==> src/rtl/dispatch_pkg.sv <==
// Shared definitions for the instruction dispatcher.
//   state_t       : dispatcher FSM encoding (also exported on the debug port)
//   DEFAULT_DEPTH : default queue depth (entries, power of two)
//   DEFAULT_TMO   : default watchdog limit in WAIT cycles
//   INST_W        : instruction word width
//   RETIRED_W     : width of the retired-instruction counter
package dispatch_pkg;

  typedef enum logic [2:0] {
    S_IDLE   = 3'd0,
    S_ISSUE  = 3'd1,
    S_WAIT   = 3'd2,
    S_RETIRE = 3'd3,
    S_ERR    = 3'd4
  } state_t;

  localparam int DEFAULT_DEPTH = 4;
  localparam int DEFAULT_TMO   = 15;
  localparam int INST_W        = 16;
  localparam int RETIRED_W     = 8;

endpackage

==> src/rtl/inst_fifo.sv <==
// Instruction queue: DEPTH-entry FIFO with wrap-around pointers.
// Ports:
//   clk, reset        : clock, synchronous active-high reset
//   push, push_data   : write push_data at the tail on this edge
//   pop               : drop the head entry on this edge (never on empty)
//   head              : current head entry (combinational read)
//   full, empty       : status
//   count             : occupancy, one bit wider than the pointers
// Push and pop in the same cycle are both honoured, leaving count unchanged,
// which also holds when the queue is full.
module inst_fifo
  import dispatch_pkg::*;
#(
  parameter int DEPTH = DEFAULT_DEPTH,
  parameter int WIDTH = INST_W
) (
  input  logic                     clk,
  input  logic                     reset,
  input  logic                     push,
  input  logic [WIDTH-1:0]         push_data,
  input  logic                     pop,
  output logic [WIDTH-1:0]         head,
  output logic                     full,
  output logic                     empty,
  output logic [$clog2(DEPTH):0]   count
);

  localparam int PW = $clog2(DEPTH);

  logic [WIDTH-1:0] mem [DEPTH];
  logic [PW-1:0]    rd_ptr;
  logic [PW-1:0]    wr_ptr;

  // Storage needs no reset: an entry is only read after it was written.
  always_ff @(posedge clk) begin
    if (push) begin
      mem[wr_ptr] <= push_data;
    end
  end

  // Pointers wrap naturally because DEPTH is a power of two.
  always_ff @(posedge clk) begin
    if (reset) begin
      rd_ptr <= '0;
      wr_ptr <= '0;
      count  <= '0;
    end else begin
      if (push) begin
        wr_ptr <= wr_ptr + 1'b1;
      end
      if (pop) begin
        rd_ptr <= rd_ptr + 1'b1;
      end
      case ({push, pop})
        2'b10:   count <= count + 1'b1;
        2'b01:   count <= count - 1'b1;
        default: count <= count;
      endcase
    end
  end

  assign head  = mem[rd_ptr];
  assign full  = (count == (PW+1)'(DEPTH));
  assign empty = (count == '0);

endmodule

==> src/rtl/inst_dispatch.sv <==
// Instruction dispatcher: two requesters feed a shared queue through a
// round-robin arbiter; an FSM issues queued words one at a time to the
// datapath and retires them on cpu_done, with a watchdog on the wait.
// Ports:
//   clk, reset            : clock, synchronous active-high reset
//   req_a/req_b           : requester holds a valid word (valid)
//   inst_a/inst_b         : the offered word, stable while req is high
//   gnt_a/gnt_b           : combinational accept (ready)
//   cpu_run, cpu_inst     : registered run strobe and instruction
//   cpu_done              : datapath completion pulse, honoured in WAIT only
//   q_full, q_empty       : queue status
//   busy                  : FSM not in IDLE
//   retired               : completed-instruction count, wraps at 255
//   timeout_err           : sticky watchdog flag (FSM parked in ERR)
//   fsm_state             : current FSM state, for debug/checkers
// Handshake: req_x acts as valid and gnt_x as ready; a word transfers into
// the queue on a rising clock edge where both are high. gnt_x is only ever
// high together with req_x, and at most one grant is high per cycle.
module inst_dispatch
  import dispatch_pkg::*;
#(
  parameter int DEPTH = DEFAULT_DEPTH,
  parameter int TMO   = DEFAULT_TMO
) (
  input  logic                 clk,
  input  logic                 reset,
  input  logic                 req_a,
  input  logic                 req_b,
  input  logic [INST_W-1:0]    inst_a,
  input  logic [INST_W-1:0]    inst_b,
  output logic                 gnt_a,
  output logic                 gnt_b,
  output logic                 cpu_run,
  output logic [INST_W-1:0]    cpu_inst,
  input  logic                 cpu_done,
  output logic                 q_full,
  output logic                 q_empty,
  output logic                 busy,
  output logic [RETIRED_W-1:0] retired,
  output logic                 timeout_err,
  output state_t               fsm_state
);

  localparam int CW = $clog2(DEPTH) + 1;
  localparam int WW = $clog2(TMO + 1);

  state_t              state;
  state_t              state_next;
  logic [WW-1:0]       wd_cnt;
  logic                prio_a;
  logic                push;
  logic                pop;
  logic                can_accept;
  logic [INST_W-1:0]   push_data;
  logic [INST_W-1:0]   head;
  logic [CW-1:0]       count;

  // ---------------------------------------------------------------------
  // Arbitration. A pop in RETIRE frees a slot in the same cycle, so a full
  // queue can still accept then. prio_a says who wins a tie.
  // ---------------------------------------------------------------------
  assign pop = (state == S_RETIRE);

  always_comb begin
    gnt_a      = 1'b0;
    gnt_b      = 1'b0;
    can_accept = !q_full || pop;
    if (!reset && can_accept) begin
      if (req_a && req_b) begin
        gnt_a = prio_a;
        gnt_b = !prio_a;
      end else begin
        gnt_a = req_a;
        gnt_b = req_b;
      end
    end
  end

  assign push      = gnt_a | gnt_b;
  assign push_data = gnt_b ? inst_b : inst_a;

  always_ff @(posedge clk) begin
    if (reset) begin
      prio_a <= 1'b1;
    end else if (gnt_a) begin
      prio_a <= 1'b0;
    end else if (gnt_b) begin
      prio_a <= 1'b1;
    end
  end

  inst_fifo #(
    .DEPTH (DEPTH),
    .WIDTH (INST_W)
  ) u_fifo (
    .clk       (clk),
    .reset     (reset),
    .push      (push),
    .push_data (push_data),
    .pop       (pop),
    .head      (head),
    .full      (q_full),
    .empty     (q_empty),
    .count     (count)
  );

  // ---------------------------------------------------------------------
  // Dispatch FSM
  // ---------------------------------------------------------------------
  always_comb begin
    state_next = state;
    unique case (state)
      S_IDLE: begin
        if (!q_empty) state_next = S_ISSUE;
      end
      S_ISSUE: begin
        state_next = S_WAIT;
      end
      S_WAIT: begin
        // Completion wins over a timeout landing in the same cycle.
        if (cpu_done) begin
          state_next = S_RETIRE;
        end else if (wd_cnt == WW'(TMO - 1)) begin
          state_next = S_ERR;
        end
      end
      S_RETIRE: begin
        // Words left after this pop: count - 1 plus a same-cycle push.
        if (count > CW'(1) || push) begin
          state_next = S_ISSUE;
        end else begin
          state_next = S_IDLE;
        end
      end
      S_ERR: begin
        state_next = S_ERR;
      end
      default: begin
        state_next = S_IDLE;
      end
    endcase
  end

  always_ff @(posedge clk) begin
    if (reset) begin
      state    <= S_IDLE;
      wd_cnt   <= '0;
      retired  <= '0;
      cpu_run  <= 1'b0;
      cpu_inst <= '0;
    end else begin
      state <= state_next;
      // cpu_run is high for exactly the cycles spent in WAIT.
      cpu_run <= (state_next == S_WAIT);
      if (state == S_ISSUE) begin
        cpu_inst <= head;
        wd_cnt   <= '0;
      end else if (state == S_WAIT) begin
        wd_cnt <= wd_cnt + 1'b1;
      end
      if (state == S_RETIRE) begin
        retired <= retired + 1'b1;
      end
    end
  end

  assign busy        = (state != S_IDLE);
  assign timeout_err = (state == S_ERR);
  assign fsm_state   = state;

endmodule
==> config.mk <==
export PLATFORM = sky130hd
export DESIGN_NAME = inst_dispatch
export DESIGN_NICKNAME = d
export VERILOG_FILES = /design/src/rtl/dispatch_pkg.sv /design/src/rtl/inst_fifo.sv /design/src/rtl/inst_dispatch.sv
export SDC_FILE = /design/constraint.sdc
export NUM_CORES = 1
export LEC_CHECK = 0
export ABC_AREA = 1
export ABC_CLOCK_PERIOD_IN_PS = 2800
export CAP_MARGIN = 20
export CELL_PAD_IN_SITES_DETAIL_PLACEMENT = 0
export CELL_PAD_IN_SITES_GLOBAL_PLACEMENT = 1
export CORE_MARGIN = 3
export CORE_UTILIZATION = 48
export DETAILED_ROUTE_END_ITERATION = 16
export DONT_BUFFER_PORTS = 1
export GPL_ROUTABILITY_DRIVEN = 1
export GPL_TIMING_DRIVEN = 0
export PLACE_DENSITY = 0.76
export SLEW_MARGIN = 10
export SYNTH_ARGS = -nofsm -noshare
export SYNTH_HDL_FRONTEND = slang
export SYNTH_SLANG_ARGS = --single-unit
export TNS_END_PERCENT = 100
==> constraint.sdc <==
create_clock -name clk -period 2.8 [get_ports clk]
set_input_delay 0.42 -clock clk [delete_from_list [all_inputs] [get_ports clk]]
set_output_delay 0.42 -clock clk [all_outputs]
set_load 0.02 [all_outputs]
==> metrics.yaml <==
grt_max_degree: 21
numCtsBuffers: 9
worst_pin_slew_ps: 625.2
place_ws_ps: 297.3
first_iter_violations: 162
clock_skew_ps: 13.05
post_cts_resized: 0
crit_chain: "inv_1 -> ha_1 -> nand2_1 -> inv_1 -> nand2_2 -> nand3_1 -> nand2_4 -> clkinv_4 -> nor2_2 -> buf_6"
finalWirelength_um: 9731
antenna_cells: 0
crit_type: "reg2reg"
cts_sinks: 104
grt_busiest_layer: "met2"
die_h_um: 102.9
die_w_um: 102.9
path_common_cell: "inv_1"
grt_antenna_before_repair: 0
postCtsSetupRepairBufs: 0
syn_to_final_growth_pct: 8.778
synthCells: 477
place.gp.congestion: 0.7944
die_area_sq_um: 10580
use_met3_pct: 6.698
crit_path_end_kind: "flip-flop"
drv_cap: 0
grt_overflow: 0
drc: 0
n_fill_cell: 847
syn_area_sq_um: 4504
cp_max_fo: 9
syn-num-nets: 526
core_sq_um: 8934
fin_crit_sh_pct: 87.64
final-max-slew-violation-count: 0
max_freq_mhz: 407.5
firstDrtPassIters: 4
hold_class: "in2reg"
cp.arrival_ps: 2540
cp.buffers_inverters: 4
report.final.hold_viol_count: 0
status: "completed"
setup-tns-final_ps: 0
portBuffers: 0
peakVddDrop_uv: 320.5
grt_pass1_vias: 2834
grt_pass1_wl_um: 15100
via_per_inst: 5.223
setup_viol: 0
yosys.cell_types.count: 30
cts_hold_buf: 0
yosysTopAreaCell: "edfxtp_1"
rsz0062_at_grt: "false"
synth_seq_cells: 104
synth_area_leaders: "edfxtp_1 43%, dfxtp_1 18%, nand2_1 6.8%"
hpwl_um: 6821
met1_usage_pct: 25.52
clk_latency_ps: 380
globalRouteTotalUtil_pct: 19.32
fin_nets: 541
globalRouteMet2Util_pct: 30.98
clk_pin_slew_ps: 110
fin_ws_ps: 346.1
relSlewSlack_pct: 58.32
drive_gt1_share_pct: 10.46
leakagePower_nw: 1.983
required_ps: 2890
syn_avg_cell_area_sq_um: 9.443
fp-row-count: 34
cts-htree-levels: 3
cts_buffer_depth: 2
dr_total_vias: 3160
wire_per_inst_um: 16.08
start_kind: "flip-flop"
root_buffer: "clkbuf_8"
initial_utilization_pct: 50.42
synth_top_area_share_pct: 42.67
cp_top_family: "simple AND/OR/NAND/NOR gates"
period_minus_slack_ps: 2454
ios: 71
slowest_stage: "nor2_2"
yosys_warnings: 0
final_antenna_net_count: 0
power_density_nw_per_um2: 721.1
cts_tree: "built"
ys_seq_area_share_pct: 60.44
slowest_delay_ps: 440
## through the flow
step / power [mW] / std cells / hold WS [ps] / area (sq um) / util (%)
after floorplan: 2.471 / 477 / 453.9 / 4504 / -
after global placement: 2.630 / 585 / 466.3 / 4639 / 51.93
after detailed placement: 2.658 / 589 / 480.3 / 4702 / 52.63
after CTS: 3.578 / 605 / 175.5 / 4900 / 54.85
after global routing: 3.735 / 605 / 175.0 / 4900 / 54.85
final: 3.533 / 605 / 191.3 / 4900 / 54.85
## cells in the final DEF, fill, tap and decap left out, drive strengths merged, types with 3 or more instances in the layout
cell    count
a21oi      33
buf        15
clkbuf     16
clkinv      5
dfxtp      40
edfxtp     64
ha         12
inv        72
nand2      84
nand3       8
nand4       3
nor2       56
nor3        5
o21ai      62
o22ai      16
## worst min-delay path, stage by stage
cell,delay [ps]
a21oi_1,20
o21ai_0,60
inv_1,40
## cells in the mapped netlist
master	count
a21oi_1	33
buf_2	8
buf_4	2
buf_6	1
clkbuf_1	5
clkbuf_2	2
clkinv_4	1
dfxtp_1	40
edfxtp_1	64
ha_1	12
inv_1	63
inv_2	6
nand2_1	82
nand2_2	1
nand2_4	1
nand3_1	3
nand3_2	5
nand3b_1	1
nand4_1	3
nor2_1	56
nor3_1	4
nor3_2	1
nor3b_1	1
nor4_1	1
o21a_1	1
o21ai_0	45
o21ai_1	17
o22ai_1	16
or2_0	1
xor2_1	1
## report_power, final
part           internal (mW)  leakage (nW)  total [mW]  switching, mW
sequential              1.80         0.912        2.00          0.192
combinational          0.197         0.970       0.617          0.420
clock                  0.351         0.101       0.921          0.569
## layout make-up
cell class | count | area (sq um) | share of cell area, %
clock buffer | 9 | 123.9 | 2.528
sequential | 104 | 2723 | 55.57
inverter | 70 | 267.8 | 5.465
tap | 108 | 135.1 | 2.758
clock inverter | 7 | 73.82 | 1.507
timing repair buffer | 4 | 52.55 | 1.073
multi-input combinational | 285 | 1429 | 29.16
buffer | 18 | 95.09 | 1.941
## routing by layer
metal  wire length, um  share of wire (%)  up-vias
li1                  -                  -     1615
met1              4348                 45     1458
met2              4649                 48       77
met3               614                6.3       10
met4               118                1.2        0
met5                 0                  0        -
## cells by family after synthesis
group                    Yosys count  synth area share [%]
adder cells (fa/ha/maj)           12                 3.333
AO/OA/AOI/OAI                    112                 12.94
flip-flops                       104                 60.44
AND/OR/NAND/NOR                  160                 15.03
XOR/XNOR                           1                0.1945
buffers and inverters             88                 8.056
## final timing paths
| kind | from | to | slack (ps) | cells past startpoint |
|---|---|---|---|---|
| hold reg to reg | wd_cnt[3] | wd_cnt[3] | 490 | 2 |
| setup / recovery | u_fifo.count[0] | u_fifo.mem[3][3] | 350 | 10 |
| hold / removal | reset | cpu_inst[4] | 190 | 3 |
| setup reg to reg | u_fifo.count[0] | u_fifo.mem[3][3] | 350 | 10 |
## state kept, by name, indices dropped and copies added, names as in the netlist
name	cells
retired	8
fsm_state	3
u_fifo.count	3
cpu_run	1
u_fifo.wr_ptr	2
cpu_inst	16
u_fifo.rd_ptr	2
prio_a	1
wd_cnt	4
u_fifo.mem	64
(Power assumes the default switching activity.)
